## src/rtl/stream_demux_router.sv

```systemverilog
// Packet-granular 1-to-N stream demultiplexer. The head beat's address picks the output,
// and every beat of that packet goes there through a 1-deep register slice per output.
module stream_demux_router #(
   parameter int unsigned WIDTH  = 8,
   parameter int unsigned N_OUT  = 4,
   parameter int unsigned ADDR_W = 2
) (
   input  logic                     clk,
   input  logic                     rst_n,
   input  logic                     in_valid,
   output logic                     in_ready,
   input  logic [WIDTH-1:0]         in_data,
   input  logic                     in_last,
   input  logic [ADDR_W-1:0]        in_addr,
   output logic [N_OUT-1:0]         out_valid,
   input  logic [N_OUT-1:0]         out_ready,
   output logic [N_OUT*WIDTH-1:0]   out_data,
   output logic [N_OUT-1:0]         out_last,
   output logic                     busy,
   output logic [7:0]               drop_count
);

   typedef enum logic [1:0] {
      IDLE  = 2'd0,
      ROUTE = 2'd1,
      DROP  = 2'd2
   } state_t;

   localparam logic [ADDR_W:0] NUM_OUT = (ADDR_W+1)'(N_OUT);

   state_t              state, state_nxt;
   logic [ADDR_W-1:0]   sel, sel_nxt, target;
   logic                addr_ok, target_free, route_en, drop_inc;
   logic [N_OUT-1:0]    free, load;

   // A slot can take a beat when empty or draining this cycle, so in_ready never looks at in_valid.
   always_comb begin
      addr_ok     = ({1'b0, in_addr} < NUM_OUT);
      free        = ~out_valid | out_ready;
      target      = (state == ROUTE) ? sel : in_addr;
      target_free = 1'b0;
      for (int unsigned k = 0; k < N_OUT; k++) begin
         if (target == ADDR_W'(k)) target_free = free[k];
      end

      state_nxt = state;
      sel_nxt   = sel;
      in_ready  = 1'b0;
      route_en  = 1'b0;
      drop_inc  = 1'b0;
      case (state)
         IDLE: begin
            in_ready = addr_ok ? target_free : 1'b1;
            if (in_valid && in_ready) begin
               if (addr_ok) begin
                  route_en = 1'b1;
                  if (!in_last) begin
                     state_nxt = ROUTE;
                     sel_nxt   = in_addr;
                  end
               end else begin
                  drop_inc = 1'b1;
                  if (!in_last) state_nxt = DROP;
               end
            end
         end
         ROUTE: begin
            in_ready = target_free;
            if (in_valid && in_ready) begin
               route_en = 1'b1;
               if (in_last) state_nxt = IDLE;
            end
         end
         DROP: begin
            in_ready = 1'b1;
            if (in_valid && in_last) state_nxt = IDLE;
         end
         default: state_nxt = IDLE;
      endcase

      load = '0;
      for (int unsigned k = 0; k < N_OUT; k++) begin
         if (route_en && target == ADDR_W'(k)) load[k] = 1'b1;
      end
   end

   assign busy = (state != IDLE);

   always_ff @(posedge clk or negedge rst_n) begin
      if (!rst_n) begin
         state      <= IDLE;
         sel        <= '0;
         drop_count <= '0;
      end else begin
         state <= state_nxt;
         sel   <= sel_nxt;
         if (drop_inc && drop_count != 8'hFF) drop_count <= drop_count + 8'd1;
      end
   end

   // Load wins over drain so a full slot can pass one beat per cycle.
   always_ff @(posedge clk or negedge rst_n) begin
      if (!rst_n) begin
         out_valid <= '0;
         out_data  <= '0;
         out_last  <= '0;
      end else begin
         for (int unsigned k = 0; k < N_OUT; k++) begin
            if (load[k]) begin
               out_valid[k]                <= 1'b1;
               out_data[k*WIDTH +: WIDTH]  <= in_data;
               out_last[k]                 <= in_last;
            end else if (out_ready[k]) begin
               out_valid[k] <= 1'b0;
            end
         end
      end
   end

endmodule

```

## config.mk

```make
export PLATFORM = sky130hd
export DESIGN_NAME = stream_demux_router
export DESIGN_NICKNAME = d
export VERILOG_FILES = /design/src/rtl/stream_demux_router.sv
export SDC_FILE = /design/constraint.sdc
export NUM_CORES = 1
export LEC_CHECK = 0
export ABC_AREA = 1
export CAP_MARGIN = 20
export CORE_UTILIZATION = 46
export CTS_CLUSTER_SIZE = 28
export DETAILED_ROUTE_END_ITERATION = 16
export PLACE_DENSITY = 0.78
export SLEW_MARGIN = 10
export SYNTH_ARGS = -nofsm -noshare
export SYNTH_HDL_FRONTEND = slang
export SYNTH_SLANG_ARGS = --single-unit
```

## constraint.sdc

```tcl
create_clock -name clk -period 1.7 [get_ports clk]
set_input_delay 0.255 -clock clk [delete_from_list [all_inputs] [get_ports clk]]
set_output_delay 0.255 -clock clk [all_outputs]
set_load 0.05 [all_outputs]
```

After elaboration in Yosys (flattened, before gate mapping):

Index checks and enable logic that the tools add are counted.
Widths: inputs -> output; s select.

* flip-flop bits (word level): 44
* bits of input ports: 18

* equality and inequality tests: 10
* multiplexer cells: 26
* bitwise operators: 3
* reduce and logical (&&, ||, !) cells: 16

Operators by type and width (number)
* $mux 1: 18
* $mux 2: 6
* $reduce_bool 2->1: 5
* $ne 2x2->1 const B: 4
* $eq 2x2->1 const B: 3
* $logic_and 1x1->1: 6
* $pmux 2 s3: 1
* $reduce_and 5->1: 1
* $eq 2x1->1 const B: 2
* $logic_not 2->1: 2
* $not 4->4: 1
* $or 4x4->4: 1
* $reduce_and 3->1: 1
* $ne 2x1->1 const B: 1
* $pmux 1 s2: 1
* $reduce_or 2->1: 1
* $not 1->1: 1

Logic depth before layout (Yosys ltp):

Gate-level depths: netlist (run 1).

* word-level depth: 13
* gate-level depth with buffers: 9
* mapped depth without buffers: 9

Least setup slack after synthesis (run 1):

No wires, ideal clock.

* path type: flip-flop to output port
* from: register state[0]
* to: output in_ready
* arrival time: 1.590 ns
* data required time: 1.445 ns
* slack: -0.145 ns
* cell stages (with the launch flop): 8
* cells stage by stage: dfrtp_1 inv_2 nand2_2 nand2_4 nand3_2 nand2_4 nor2_8 buf_8

* longest elaborated chain between the ends: 8
* elaborated cells between the ends (all ways): 14
* those cells by class: eq/ne: 5; mux: 6; reduce/logical: 3

RTL lines
* from (decl): line 31 `state_t state, state_nxt;`
* from (signal assigned): line 95 `state <= state_nxt;`
* $eq 2x1->1: line 40, 51
* $mux 2: line 40 `target = (state == ROUTE) ? sel : in_addr;`
* $logic_not 2->1: line 43 `if (target == ADDR_W'(k)) target_free = free[k];`
* $mux 1 (4 in series): line 43
* $pmux 1 s2 (*): line 51 `case (state)`
* to (decl): line 11 `output logic in_ready,`

Mark *: on every way between the ends. The rest lies on a longest branch, timed or not.

Final worst setup path (run 1):

Same ends and word-level chain as after synthesis.

==> impl_metrics.env, run 1 <==
export IMPL_path_class="reg2out"
export IMPL_ys_top_cells_by_area="dfrtp_1, nand2_1, nand4_1, inv_1, o21ai_0"
export IMPL_grt_total_usage_pct=22.8
export IMPL_root_buffer="clkbuf_8"
export IMPL_drc=0
export IMPL_io_buffers=59
export IMPL_row_count=24
export IMPL_ir_drop_mv=1.16
export IMPL_clockBufferDepth=2
export IMPL_design_core_area_um2=4320
export IMPL_worstPathRequired_ns=1.44
export IMPL_grt_pass1_vias=1682
export IMPL_avgSynthCellArea_um2=9.19
export IMPL_yosysSeqAreaShare_pct=52.0
export IMPL_htree_levels=2
export IMPL_postRouteAntennaNets=0
export IMPL_clk_pin_slew_ns=0.08
export IMPL_final_setup_viol_count=0
export IMPL_grt_max_degree=31
export IMPL_synth_top_area_share_pct=52.0
export IMPL_dieArea_um2=4770
export IMPL_num_io_pins=68
export IMPL_n_fill_cell=375
export IMPL_wl_mm=5.12
export IMPL_design_area_um2=2900
export IMPL_startpoint_type="flip-flop"
export IMPL_vias=1823
export IMPL_critPathMaxFanout=7
export IMPL_fin_skew_ns=0.00647
export IMPL_worstSkewPairLatency_ns=0.30
export IMPL_final_net_count=327
export IMPL_ys_ff_latch=43
export IMPL_rsz0062_at_grt="yes"
export IMPL_syn2layout_area_growth_pct=40.2
export IMPL_die_y_um=69.1
export IMPL_ys_warn_count=0
export IMPL_grt_overflow=0
export IMPL_placed_area_um2=2710
export IMPL_clock_sinks=43
export IMPL_r2r_setup_slack_ns=0.09
export IMPL_drt_vias_per_instance=5.05
export IMPL_syn_inst=225
export IMPL_die_x_um=69.1
export IMPL_whs_ns=0.349
export IMPL_synth_cell_types=21
export IMPL_drive_gt1_share_pct=32.0
export IMPL_final_max_slew_viol_count=0
export IMPL_final_util_pct=67.1
export IMPL_antenna_found_initial=0
export IMPL_wl_per_cell_um=14.2
export IMPL_place_congestion=0.810
export IMPL_fmax_mhz=596
export IMPL_critPathCaptureType="output pin"
export IMPL_drt_iter0_drc=158
export IMPL_netlist_area_um2=2070
export IMPL_dr_pass1_iters=4
export IMPL_cts_buffers=5
export IMPL_hpwlAfterDp_mm=3.61
export IMPL_grt_pass1_wl_mm=8.29
export IMPL_p_leak_nw=1.53
export IMPL_yosysTopAreaCell="dfrtp_1"
export IMPL_finalHoldViolCount=0
export IMPL_power_density_nw_per_um2=2330
export IMPL_drv_cap=0
export IMPL_period_share_pct=98.7
export IMPL_cts_tree="yes"
export IMPL_min_path_type="in2async"
export IMPL_n_antenna_cell=0
export IMPL_status="finished, final reports clean"
export IMPL_post_route_min_period_ns=1.68
export IMPL_cp_arrival_ns=1.42
export IMPL_start_util_pct=47.8
==> final cells by class <==
class	instances	area [um^2]	area share, %
clock inverters	2	35.0	1.21
multi-input cells	154	842	29.0
inverters	20	77.6	2.67
flip-flops and latches	43	1080	37.1
repair buffers	84	721	24.8
well taps	52	65.1	2.24
clock buffers	6	82.6	2.85
==> flip-flops by register name, summed over array words and instances, names as in the netlist <==
signal and cells:
out_data 32, out_valid 4, sel 2, out_last 4
state 1
==> layer usage <==
layer  global-route usage [%]  vias to the layer above  part of all wire [%]
met5                        0                        -                     0
met4                     11.6                        0                   2.0
met3                     3.22                        7                   5.7
met2                     34.7                       58                    47
met1                     31.8                      864                    45
li1                         -                      894                     -
==> layout by cell type, fill, tap and decap left out, drive strengths merged <==
cell	synthesis	final
clkdlybuf4s50	0	16
clkbuf	1	6
nand2	84	84
inv	20	20
bufinv	0	1
conb	1	8
nand3	9	10
dlygate4sd3	0	1
nor2	8	8
nand4	31	31
ha	1	1
dfrtp	43	43
o21ai	12	12
clkinv	0	1
buf	15	67
==> cell families (layout without fill, tap and decap cells) <==
family,count (synthesis),in the layout,synth area share (%)
AO/OA/AOI/OAI,12,12,2.90
adder cells (fa/ha/maj),1,1,0.605
buffers and inverters,36,112,9.86
flip-flops,43,43,52.0
other,1,8,0.181
AND/OR/NAND/NOR,132,133,34.4
==> path summary, 6_finish.rpt <==
| kind | startpoint | endpoint | cells past startpoint |
|---|---|---|---|
| setup / recovery | state[0] | in_ready | 7 |
| setup reg to reg | state[0] | out_data[21] | 10 |
| hold reg to reg | out_data[1] | out_data[1] | 2 |
| max in group asynchronous | rst_n | sel[1] | 3 |
| hold / removal | rst_n | out_last[0] | 2 |
| min in group clk | out_data[1] | out_data[1] | 2 |
==> cells in the mapped netlist <==
cell type	n
conb_1	1
clkbuf_1	1
buf_8	3
o21ai_0	12
nor2_1	4
ha_1	1
nor2_8	1
nand2_4	4
buf_2	4
nand4_2	1
nand4_1	30
nand3_1	2
inv_1	19
nand2_2	4
nand2_1	76
nor2_2	3
nand3_4	3
dfrtp_1	43
nand3_2	4
inv_2	1
buf_4	8
==> timing repair <==
item                                    in CTS  in global routing
hold buffers                                 1                  0
pin swaps                                    1                  6
gates resized for setup                      1                  3
gates cloned                                 0                  1
buffers inserted                             1                  4
endpoints found under the setup margin       1                 23
hold endpoints to repair                    10                  0
==> stage by stage <==
| stage | total power (W) | setup TNS (ns) | cells | setup slack [ns] |
|---|---|---|---|---|
| final | 0.00677 | 0 | 361 | 0.0215 |
| after global routing | 0.00713 | -0.0963 | 361 | -0.0348 |
| after CTS | 0.00668 | 0 | 356 | 0.0154 |
| after detailed placement | 0.00581 | -4.61 | 346 | -0.167 |
| after global placement | 0.00575 | -3.08 | 346 | -0.113 |
| after floorplan | 0.00449 | 0 | 232 | 0.0459 |
==> worst max-delay path: stages, from the launching register on <==
cell     delay (ns)
dfrtp_2        0.47
inv_4          0.11
nand2_2        0.07
nand2_4        0.10
nand3_2        0.11
nand2_4        0.09
nor2_8         0.04
buf_12         0.14
==> power by group <==
part,total (W),internal (W),switching (W),leakage [nW]
clock,0.000831,0.000475,0.000356,0.0612
combinational,0.00415,0.00133,0.00281,0.935
sequential,0.00179,0.00149,0.000296,0.539
Note: power is estimated with default switching activity, not from simulation.
==> run 2: changes to the inputs <==
ABC_CLOCK_PERIOD_IN_PS = 1860   (was default)
clock period = 1.86 ns   (was 1.7 ns; I/O delays follow)
==> run 2 against run 1 <==
- via count fell by 2.1%
- non-clock buffer count down 14
- power is 13% lower
- wire length shrank 3.6%
- clock-buffer cell count is the same
- worst setup slack better by 0.051 ns
- utilization shrank 1.9 points
- final cell count down 4.2%
- sequential power decreased by 8%
- critical endpoint is now out_last[0]
- largest cell class unchanged
==> impl_metrics.env, run 2 (synthesis gave the netlist of run 1 again) <==
export IMPL_status="finished, final reports clean"
export IMPL_final_max_slew_viol_count=0
export IMPL_setup_slack_ns=0.0727
export IMPL_design_core_area_um2=4320
export IMPL_power_density_nw_per_um2=2100
export IMPL_cp_slowest_cell="clkdlybuf4s50_1"
export IMPL_critPathLaunch="out_last[0]"
export IMPL_postRouteAntennaNets=0
export IMPL_clk_pin_slew_ns=0.08
export IMPL_dr_pass1_iters=4
export IMPL_hpwlAfterDp_mm=3.50
export IMPL_die_x_um=69.1
export IMPL_critPathMaxFanout=2
export IMPL_dp_cells=337
export IMPL_cp_arrival_ns=1.51
export IMPL_grt_overflow=0
export IMPL_mostFrequentLayoutCell="nand2_1"
export IMPL_switchingPower_w=0.00308
export IMPL_final_net_count=312
export IMPL_wl_mm=4.94
export IMPL_slew_headroom_pct=63.9
export IMPL_ir_drop_mv=1.07
export IMPL_cellInternalPower_w=0.00283
export IMPL_rsz0062_at_grt="no"
export IMPL_cts_resized=0
export IMPL_min_path_type="in2async"
export IMPL_n_antenna_cell=0
export IMPL_dieArea_um2=4770
export IMPL_reg_largest_list="out_data: 32 flops, out_last: 4 flops, out_valid: 4 flops"
export IMPL_endpoint="out_last[0]"
export IMPL_drv_cap=0
export IMPL_final_setup_viol_count=0
export IMPL_io_buffers=59
export IMPL_final_cell_mix="nand2_1, clkdlybuf4s50_1, dfrtp_1"
export IMPL_place_congestion=0.794
export IMPL_worstSkewPairLatency_ns=0.30
export IMPL_start_util_pct=47.8
export IMPL_switching_share_pct=52.2
export IMPL_clockBufferDepth=2
export IMPL_grt_max_degree=44
export IMPL_vias=1785
export IMPL_drive_gt1_share_pct=14.6
export IMPL_die_y_um=69.1
export IMPL_critPathCaptureType="output pin"
export IMPL_ff2ff_path_depth=10
export IMPL_pre_cts_slack_ns=-0.0360
export IMPL_cts_buffers=5
export IMPL_setup_tns_ns=0
export IMPL_grt_pass1_wl_mm=8.11
export IMPL_regToRegEndpoint="out_data[3]"
export IMPL_finalHoldViolCount=0
export IMPL_worstPathRequired_ns=1.58
export IMPL_antenna_found_initial=0
export IMPL_grt_pass1_vias=1691
export IMPL_critPathTopFamily="buffers and inverters"
export IMPL_drt_vias_per_instance=5.16
export IMPL_crit_buf_inv=1
export IMPL_pwr_share_clk_pct=9.7
export IMPL_drt_iter0_drc=145
export IMPL_grt_total_usage_pct=21.7
export IMPL_path_cells="clkdlybuf4s50_1"
export IMPL_largest_register="out_data"
export IMPL_fin_skew_ns=0.00745
export IMPL_drc=0
export IMPL_syn2layout_area_growth_pct=36.2
export IMPL_p_leak_nw=1.38
export IMPL_r2r_start="state[0]"
export IMPL_wl_per_cell_um=14.3
export IMPL_final_util_pct=65.2
export IMPL_cts_tree="yes"
export IMPL_cpPeakStageDelay_ns=0.84
export IMPL_largest_reg_flops=32
export IMPL_row_count=24
export IMPL_path_class="reg2out"
export IMPL_placed_area_um2=2730
export IMPL_clock_sinks=43
export IMPL_design_area_um2=2820
export IMPL_fin_cells=346
export IMPL_num_io_pins=68
export IMPL_startpoint_type="flip-flop"
export IMPL_r2r_setup_slack_ns=0.22
export IMPL_period_share_pct=96.1
export IMPL_power_frac_comb_pct=62.5
export IMPL_root_buffer="clkbuf_8"
export IMPL_post_route_min_period_ns=1.79
export IMPL_p_seq_share_pct=27.7
export IMPL_tightest_slew_ns=0.539
export IMPL_fmax_mhz=560
export IMPL_htree_levels=2
export IMPL_worstSetupPathDepth=1
run 2: per-layer routing:
layer,GRT usage (%),vias up,part of all wire [%]
li1,-,860,-
met1,30.0,848,46
met2,33.7,73,47
met3,4.68,4,6.1
met4,7.94,0,1.2
met5,0,-,0
run 2: metrics by stage:
stage               total power [W]  hold WS, ns
floorplan                   0.00411      -0.0166
global placement            0.00526        0.375
detailed placement          0.00533        0.385
CTS                         0.00595       0.0601
global route                0.00623       0.0990
finish                      0.00591       0.0509
run 2: repair_timing:
item                       4_1_cts  5_1_grt
setup buffers                    1        0
hold buffers                     0        0
setup endpoints to repair        1        0
run 2: final cells by class:
class | instances | area [um^2]
fillers | 385 | 1510
inverters | 20 | 75.1
repair buffers | 70 | 701
clock inverters | 2 | 12.5
flip-flops and latches | 43 | 1080
multi-input cells | 153 | 815
well taps | 52 | 65.1
clock buffers | 6 | 72.6
run 2: power groups by stage:
stage	logic (W)	registers, W	clock network [W]
after floorplan	0.00109	0.00302	0
after global placement	0.00362	0.00164	0
final	0.00370	0.00164	0.000575
after global routing	0.00391	0.00169	0.000627
after CTS	0.00372	0.00164	0.000592
after detailed placement	0.00369	0.00164	0
run 2: how the worst min path moves through the flow:
stage	start	end	cells past startpoint
2_1_floorplan	rst_n	out_data[0]	0
3_3_place_gp	rst_n	sel[0]	2
3_5_place_dp	rst_n	sel[0]	2
4_1_cts	rst_n	out_data[27]	2
5_1_grt	rst_n	out_valid[1]	2
6_report	rst_n	out_data[9]	2
==> run 3: changes to the inputs <==
CELL_PAD_IN_SITES_DETAIL_PLACEMENT = 2   (was default)
CELL_PAD_IN_SITES_GLOBAL_PLACEMENT = 2   (was default)
CORE_UTILIZATION = 26   (was 46)
PLACE_DENSITY = default   (was 0.78)
PLACE_DENSITY_LB_ADDON = 0.2   (was default)
==> run 3 against run 2 <==
- via count up 1.6%
- register-to-register slack better by 0.10 ns
- worst hold slack better by 0.43 ns
- critical endpoint is now in_ready
- clock-buffer cell count unchanged
- final cell count up 17%
- critical path type is now in2out
- largest cell class unchanged
- wire length up 23%
- clock power up 3%
==> impl_metrics.env, run 3 (synthesis gave the netlist of run 1 again) <==
export IMPL_cts_tree="yes"
export IMPL_clk_pin_slew_ns=0.08
export IMPL_worstHoldPathCells=2
export IMPL_final_max_slew_viol_count=0
export IMPL_seq_area_um2=1080
export IMPL_cp_arrival_ns=1.55
export IMPL_switching_share_pct=52.1
export IMPL_drv_cap=0
export IMPL_drive_gt1_share_pct=20.8
export IMPL_dieArea_um2=8320
export IMPL_die_x_um=91.2
export IMPL_n_fill_cell=886
export IMPL_pwr_share_clk_pct=9.7
export IMPL_clock_sinks=43
export IMPL_largest_reg_flops=32
export IMPL_syn2layout_area_growth_pct=42.6
export IMPL_p_leak_nw=1.45
export IMPL_io_buffers=59
export IMPL_status="finished, final reports clean"
export IMPL_wl_mm=6.07
export IMPL_slew_headroom_pct=61.7
export IMPL_grt_pass1_wl_mm=10.2
export IMPL_num_io_pins=68
export IMPL_grt_total_usage_pct=16.1
export IMPL_vias=1814
export IMPL_start_util_pct=26.8
export IMPL_antenna_found_initial=0
export IMPL_power_density_nw_per_um2=2060
export IMPL_rsz0062_at_grt="yes"
export IMPL_row_count=32
export IMPL_critPathCaptureType="output pin"
export IMPL_tightest_slew_ns=0.574
export IMPL_startpoint_type="primary input"
export IMPL_cellInternalPower_w=0.00292
export IMPL_critPathMaxFanout=4
export IMPL_power_frac_comb_pct=63.3
export IMPL_cts_buffers=5
export IMPL_drc=0
export IMPL_place_congestion=0.721
export IMPL_finalHoldViolCount=0
export IMPL_power_w=0.00609
export IMPL_n_antenna_cell=0
export IMPL_final_setup_viol_count=0
export IMPL_wl_per_cell_um=15.0
export IMPL_grt_max_degree=27
export IMPL_reg_largest_list="out_data: 32 flops, out_last: 4 flops, out_valid: 4 flops"
export IMPL_path_class="in2out"
export IMPL_postRouteAntennaNets=0
export IMPL_period_share_pct=98.6
export IMPL_worstPathRequired_ns=1.58
export IMPL_grt_overflow=0
export IMPL_ir_drop_mv=0.706
export IMPL_fmax_mhz=545
export IMPL_die_y_um=91.2
export IMPL_root_buffer="clkbuf_8"
export IMPL_final_cell_mix="nand2_1, clkdlybuf4s50_1, dfrtp_1"
export IMPL_switchingPower_w=0.00317
export IMPL_final_net_count=321
export IMPL_fin_skew_ns=0.00354
export IMPL_p_seq_share_pct=27.0
export IMPL_whs_ns=0.482
export IMPL_hpwlAfterDp_mm=4.59
export IMPL_design_core_area_um2=7730
export IMPL_multiInputGateArea_um2=825
export IMPL_min_path_type="reg2reg"
export IMPL_post_route_min_period_ns=1.83
export IMPL_drt_iter0_drc=49
export IMPL_htree_levels=2
export IMPL_drt_vias_per_instance=4.48
export IMPL_clockBufferDepth=2
export IMPL_worstSkewPairLatency_ns=0.30
export IMPL_dr_pass1_iters=4
export IMPL_largest_register="out_data"
export IMPL_grt_pass1_vias=1900
export IMPL_mostFrequentLayoutCell="nand2_1"
export IMPL_ff2ff_path_depth=9
[run 3: cell count changes in the layout (fill, tap and decap cells not counted), sizes merged]
cell / change
buf: +18
clkdlybuf4s50: -10
dlygate4sd3: +1
[run 3: area by class of cell]
| cell class | instances | area share [%] |
|---|---|---|
| repair buffers | 79 | 25.7 |
| inverters | 20 | 2.63 |
| clock buffers | 6 | 2.46 |
| well taps | 102 | 4.33 |
| multi-input cells | 153 | 27.9 |
| flip-flops and latches | 43 | 36.5 |
| clock inverters | 2 | 0.424 |
[run 3: power by group through the flow]
stage	logic [W]	registers, W	clock network (W)
2_1_floorplan	0.00109	0.00302	0
5_1_grt	0.00413	0.00170	0.000648
6_report	0.00386	0.00164	0.000590
3_5_place_dp	0.00380	0.00166	0
4_1_cts	0.00386	0.00166	0.000625
3_3_place_gp	0.00374	0.00166	0
[run 3: per-stage QoR]
stage          cell area [um^2]  instances  utilization (%)  TNS [ns]  setup WS [ns]
6_report                   2950        405             38.2         0         0.0262
5_1_grt                    2950        405             38.2   -0.0377        -0.0377
4_1_cts                    2930        403             37.9         0       0.000969
3_5_place_dp               2810        391             36.3    -0.827        -0.0462
3_3_place_gp               2810        391             36.3   -0.0273       -0.00713
2_1_floorplan              2100        232                -         0          0.182
[run 3: worst paths after layout]
kind / startpoint / slack (ns) / to
max reg2reg: state[0] / 0.32 / out_data[4]
min: out_data[10] / 0.48 / out_data[10]
min in group asynchronous: rst_n / 0.50 / out_data[30]
max in group asynchronous: rst_n / 0.77 / out_valid[2]
min reg2reg: out_data[10] / 0.48 / out_data[10]
max: in_addr[0] / 0.03 / in_ready
[run 3: repair_timing]
item	CTS	global route
hold buffers	1	0
pin swaps	1	4
setup buffers	3	2
endpoints found under the hold margin	24	0
resized for setup	2	2
setup endpoints to repair	1	1
[run 3: critical path, cell delays in order]
cell and delay [ns]:
clkdlybuf4s50_1 0.52, inv_1 0.06, nand2_1 0.07, nand2_2 0.07, nand3_2 0.08, nand2_4 0.07
nor2_8 0.14, buf_12 0.12, buf_12 0.12
[run 3: per-layer routing]
metal | wire length (um) | GRT usage, % | vias up
met3 | 195 | 3.02 | 6
met4 | 68 | 4.37 | 0
met2 | 2910 | 26.5 | 41
met1 | 2900 | 21.6 | 892
met5 | 0 | 0 | -
li1 | - | - | 875
